## src/rtl/info_screen_sequencer.sv

```systemverilog
// rtl/info_screen_sequencer.sv - game-phase sequencer for title, level banner, play and game-over overlays
// Owns lives/level/win and paces banner, game-over and blink timing on start-of-frame strobes.
module info_screen_sequencer #(
    parameter int INIT_LIVES      = 3,
    parameter int MAX_LEVEL       = 9,
    parameter int BANNER_FRAMES   = 120,
    parameter int GAMEOVER_FRAMES = 180,
    parameter int BLINK_FRAMES    = 30
) (
    input  logic       clk,
    input  logic       resetN,
    input  logic       startOfFrame,
    input  logic       spaceKey,
    input  logic       playerHit,
    input  logic       levelCleared,
    output logic       titleEnable,
    output logic       pressSpaceEnable,
    output logic       lifeEnable,
    output logic       levelEnable,
    output logic       gameOverEnable,
    output logic       gameRunning,
    output logic [2:0] lives,
    output logic [3:0] level,
    output logic       win
);

    localparam logic [7:0] BANNER_LAST   = 8'(BANNER_FRAMES);
    localparam logic [7:0] GAMEOVER_LAST = 8'(GAMEOVER_FRAMES);
    localparam logic [7:0] BLINK_LAST    = 8'(BLINK_FRAMES);
    localparam logic [2:0] LIVES_START   = 3'(INIT_LIVES);
    localparam logic [3:0] LEVEL_LAST    = 4'(MAX_LEVEL);

    typedef enum logic [1:0] {
        S_TITLE,
        S_BANNER,
        S_PLAY,
        S_GAMEOVER
    } state_t;

    state_t     state_q, state_d;
    logic [7:0] frame_cnt_q, frame_cnt_d;
    logic       blink_q, blink_d;
    logic       space_q;
    logic [2:0] lives_q, lives_d;
    logic [3:0] level_q, level_d;
    logic       win_q, win_d;

    logic       space_press;
    logic [7:0] frame_cnt_inc;

    assign space_press   = spaceKey & ~space_q;
    assign frame_cnt_inc = frame_cnt_q + 8'd1;

    always_ff @(posedge clk or negedge resetN) begin
        if (!resetN) begin
            state_q     <= S_TITLE;
            frame_cnt_q <= 8'd0;
            blink_q     <= 1'b1;
            space_q     <= 1'b0;
            lives_q     <= 3'd0;
            level_q     <= 4'd0;
            win_q       <= 1'b0;
        end else begin
            state_q     <= state_d;
            frame_cnt_q <= frame_cnt_d;
            blink_q     <= blink_d;
            space_q     <= spaceKey;
            lives_q     <= lives_d;
            level_q     <= level_d;
            win_q       <= win_d;
        end
    end

    // State-changing events take priority over a coincident frame strobe.
    always_comb begin
        state_d     = state_q;
        frame_cnt_d = frame_cnt_q;
        blink_d     = blink_q;
        lives_d     = lives_q;
        level_d     = level_q;
        win_d       = win_q;
        case (state_q)
            S_TITLE: begin
                if (space_press) begin
                    lives_d     = LIVES_START;
                    level_d     = 4'd1;
                    win_d       = 1'b0;
                    frame_cnt_d = 8'd0;
                    state_d     = S_BANNER;
                end else if (startOfFrame) begin
                    if (frame_cnt_inc == BLINK_LAST) begin
                        blink_d     = ~blink_q;
                        frame_cnt_d = 8'd0;
                    end else begin
                        frame_cnt_d = frame_cnt_inc;
                    end
                end
            end
            S_BANNER: begin
                if (startOfFrame) begin
                    if (frame_cnt_inc == BANNER_LAST) begin
                        frame_cnt_d = 8'd0;
                        state_d     = S_PLAY;
                    end else begin
                        frame_cnt_d = frame_cnt_inc;
                    end
                end
            end
            S_PLAY: begin
                if (playerHit) begin
                    frame_cnt_d = 8'd0;
                    if (lives_q <= 3'd1) begin
                        lives_d = 3'd0;
                        state_d = S_GAMEOVER;
                    end else begin
                        lives_d = lives_q - 3'd1;
                        state_d = S_BANNER;
                    end
                end else if (levelCleared) begin
                    frame_cnt_d = 8'd0;
                    if (level_q >= LEVEL_LAST) begin
                        win_d   = 1'b1;
                        state_d = S_GAMEOVER;
                    end else begin
                        level_d = level_q + 4'd1;
                        state_d = S_BANNER;
                    end
                end
            end
            S_GAMEOVER: begin
                if (startOfFrame) begin
                    if (frame_cnt_inc == GAMEOVER_LAST) begin
                        frame_cnt_d = 8'd0;
                        blink_d     = 1'b1;
                        state_d     = S_TITLE;
                    end else begin
                        frame_cnt_d = frame_cnt_inc;
                    end
                end
            end
            default: state_d = S_TITLE;
        endcase
    end

    always_comb begin
        titleEnable      = 1'b0;
        pressSpaceEnable = 1'b0;
        lifeEnable       = 1'b0;
        levelEnable      = 1'b0;
        gameOverEnable   = 1'b0;
        gameRunning      = 1'b0;
        case (state_q)
            S_TITLE: begin
                titleEnable      = 1'b1;
                pressSpaceEnable = blink_q;
            end
            S_BANNER: begin
                levelEnable = 1'b1;
                lifeEnable  = 1'b1;
            end
            S_PLAY: begin
                levelEnable = 1'b1;
                lifeEnable  = 1'b1;
                gameRunning = 1'b1;
            end
            S_GAMEOVER: begin
                gameOverEnable = 1'b1;
                lifeEnable     = 1'b1;
            end
            default: titleEnable = 1'b1;
        endcase
    end

    assign lives = lives_q;
    assign level = level_q;
    assign win   = win_q;

endmodule

```

## config.mk

```make
export PLATFORM = sky130hd
export DESIGN_NAME = info_screen_sequencer
export DESIGN_NICKNAME = d
export VERILOG_FILES = /design/src/rtl/info_screen_sequencer.sv
export SDC_FILE = /design/constraint.sdc
export NUM_CORES = 1
export LEC_CHECK = 0
export BUFFER_PORTS_ARGS = -buffer_cell sky130_fd_sc_hd__buf_2
export CAP_MARGIN = 20
export CORE_UTILIZATION = 50
export CTS_BUF_LIST = sky130_fd_sc_hd__clkbuf_8
export DETAILED_ROUTE_END_ITERATION = 10
export PLACE_DENSITY_LB_ADDON = 0.15
export SLEW_MARGIN = 20
export SYNTH_ARGS = -nofsm -noshare
export SYNTH_HDL_FRONTEND = slang
export SYNTH_SLANG_ARGS = --single-unit
```

## constraint.sdc

```tcl
create_clock -name clk -period 3.95 [get_ports clk]
set_clock_uncertainty 0.05 [all_clocks]
set_input_delay 0.79 -clock clk [delete_from_list [all_inputs] [get_ports clk]]
set_output_delay 0.79 -clock clk [all_outputs]
set_load 0.02 [all_outputs]
```

==> results list <==
- Flip-flop cell with the highest count after synthesis: sky130_fd_sc_hd__dfrtp_1
- In this run the remaining antenna-violating nets after routing total 0.
* Number of antenna violations at the first check in global routing: 0
* Fmax: 397 MHz
* Starting density of the core: 54.8%
- Fraction of final layout cells sized beyond drive strength 1: 17.8%
* Core Area: 2850 um2
- The count of pins over their slew limit came to 0.
- The largest individual stage delay along the critical path comes from the cell sky130_fd_sc_hd__ha_1.
* Worst Tran Pin Value: 569 ps
- Setup violations remaining at the end of the flow were counted as 0.
* Setup TNS after final layout: 0 ps
- In the synthesized netlist the async set-or-reset flop fraction comes to 100%.
* Maximum number of pins on one net before global-route repair: 21
* Mean instance size in the synthesized netlist: 8.93 um2
- The initialized floorplan defines 19 standard-cell rows.
- Count of instances resized after the clock tree is built: 0
* Drt via density: 6.29
* Total congestion overflow after global routing: 0
- Summed over all cells, the static leakage comes to 0.000806 uW.
- Synthesis-stage register bit count: 20
- Beginning of the critical path: state_q[0]
- Number of design rule violations left after detail routing: 0
- The routed layout has 1396 vias.
* Routability Congestion: 0.866
- The most critical setup path has its endpoint at lifeEnable.
- Peak VDD IR: 413 uV
- Run status: complete, no violations
* Final setup slack of the worst path: 1430 ps
- By instance count, the cell type seen most on the critical path is sky130_fd_sc_hd__inv_1.
* DIE AREA: 3350 um2
- Counting the buffers created by CTS gives 3.
* Power density of the placed cells: 754 nW/um2
- Across every metal layer, demand over resource in global routing totals 24.5%.
- In this run the worst hold path is classified as input pin to asynchronous set/reset pin.
- Number of nets at the end of the flow: 209
- Total of warnings raised by yosys: 0
- The number of global-route vias before repair is 1338.
* Final standard cell area without fillers: 1730 um2
- First-iteration detailed-routing DRC count: 78
- Part of the cycle the worst path needs: 63.8%
- Path depth of the worst reg2reg path: 6
* Clock Tree Buf Depth: 2
* Post-Layout Cell Count: 222
* Area growth from synthesis to final layout: 10.4%
* Cell depth of the worst setup path: 4
- Headroom to the max-slew limit came out at 61.7%.
- Number of buffer and inverter instances along the worst setup path: 3
- The final number of hold-violating endpoints was 0.
- Synthesized instance count: 175
* Destination of the worst register-to-register timing path: frame_cnt_q[6]
- First drt pass iteration count: 4
* Root cell of the clock tree: sky130_fd_sc_hd__clkbuf_8
- Post-synth EDFFs: 0
- Kind of capture point of the worst setup path: output pin
- In this run the critical register-to-register path is launched from frame_cnt_q[0].
- Post-cts hold buffer count: 0
- Summing all placed instances gives a cell area of 1650 um2.
- Wire length of the first global-routing pass: 6290 um
- Placed wire-length estimate: 2730 um
- Arrival @ worst endpoint: 1680 ps
- Clock-pin slew was measured on the worst setup and hold paths at 80 ps.
* Critical path cell sequence: inv_1, ha_1, inv_1, buf_2
* Number of setup buffers added after CTS: 0
* DIE WIDTH: 57.9 um
* Io pins: 20
* Max-cap violation count: 0
* Number of buffer cells added on primary ports: 19
* Worst Setup Path Type: register to output pin
- The largest single stage delay on the critical path is 440 ps.
- The worst setup path is launched from a register.
* Maximum level of the CTS H-tree: 1
- When the netlist entered floorplanning its net count stood at 192.
- Average detailed-routed wire length per instance: 16.6 um
- The clock reaches the later pin of the worst-skew pair after 270 ps.
- On the critical path the largest part of the delay comes from buffers and inverters.
- Post-synthesis instance area: 1560 um2
* Number of diodes: 0
- Prior to clock tree synthesis, the placed netlist has a worst setup slack of 1500 ps.
* Highest-count cells in the layout ignoring fill and taps: sky130_fd_sc_hd__dfrtp_1, sky130_fd_sc_hd__buf_2, sky130_fd_sc_hd__inv_1
* Worst reg-to-reg setup slack: 1450 ps
* Largest fanout on the critical path: 13
* Worst EP required: 3110 ps
- Die height: 57.9 um
* CTS tree: done
- Clock sink count: 20
- Setup repair after global routing left no endpoint under its margin.
* Post-synthesis sequential area ratio: 32.1%
- Total length of routed wires: 3690 um
- DP Cell Count: 218
- Final critical-path required period: 2520 ps
* Number of different library cells in the post-synthesis netlist: 60
==> layout make-up <==
type / count / area (um2)
clock buffer: 3 / 41.3
clock inverter: 1 / 30.0
fill: 266 / 1130
inverter: 14 / 52.6
multi-input combinational: 134 / 966
sequential: 20 / 502
tap: 31 / 38.8
timing repair buffer: 19 / 95.1
==> routing by layer <==
metal / up-vias / global-route usage (%) / wire [um]
met5: - / 0 / 0
met4: 0 / 8.84 / 51
met3: 7 / 3.57 / 112
met2: 35 / 40.6 / 1790
met1: 669 / 32.8 / 1730
li1: 685 / - / -
==> flip-flops by register name, indices dropped and copies added (netlist names) <==
signal	flops
level	4
state_q	2
frame_cnt_q	8
lives	3
blink_q	1
space_q	1
win	1
==> logic make-up after synthesis <==
logic type,synth area share [%]
AO/OA/AOI/OAI,26.9
XOR/XNOR,3.36
adder cells (fa/ha/maj),8.81
buffers and inverters,6.08
flip-flops,32.1
multiplexers,1.92
AND/OR/NAND/NOR,20.8
==> worst min-delay path by stage <==
stage                       from             end  slack (ps)  cells after the start
after detailed placement     win             win         440                      2
final                     resetN         space_q         410                      1
after global routing      resetN  frame_cnt_q[1]         460                      1
after global placement       win             win         430                      2
after CTS                 resetN  frame_cnt_q[0]         430                      1
after floorplan           resetN  frame_cnt_q[0]         440                      0
==> stage by stage <==
| stage | util (%) | power, uW | hold WS (ps) |
|---|---|---|---|
| 2_1_floorplan | - | 910 | 444 |
| 3_3_place_gp | 58.0 | 1070 | 433 |
| 3_5_place_dp | 58.0 | 1090 | 440 |
| 4_1_cts | 60.5 | 1300 | 428 |
| 5_1_grt | 60.5 | 1420 | 456 |
| 6_report | 60.5 | 1300 | 415 |
==> synthesized netlist by cell type (all sizes together) (4+ instances only) <==
cell	n	area, um2
a21boi	4	30.0
a21oi	7	35.0
and3	5	32.5
clkbuf	4	25.0
dfrtp	19	475
ha	11	138
inv	14	52.6
nand2	8	30.0
nand3	5	30.0
nor2	13	48.8
nor3	4	20.0
o21ai	11	55.1
xnor2	4	35.0
==> where the power goes <==
part	internal (uW)	switching [uW]
clock network	135	76.0
logic	277	434
registers	275	104
Power figures use the tool's default switching activity.
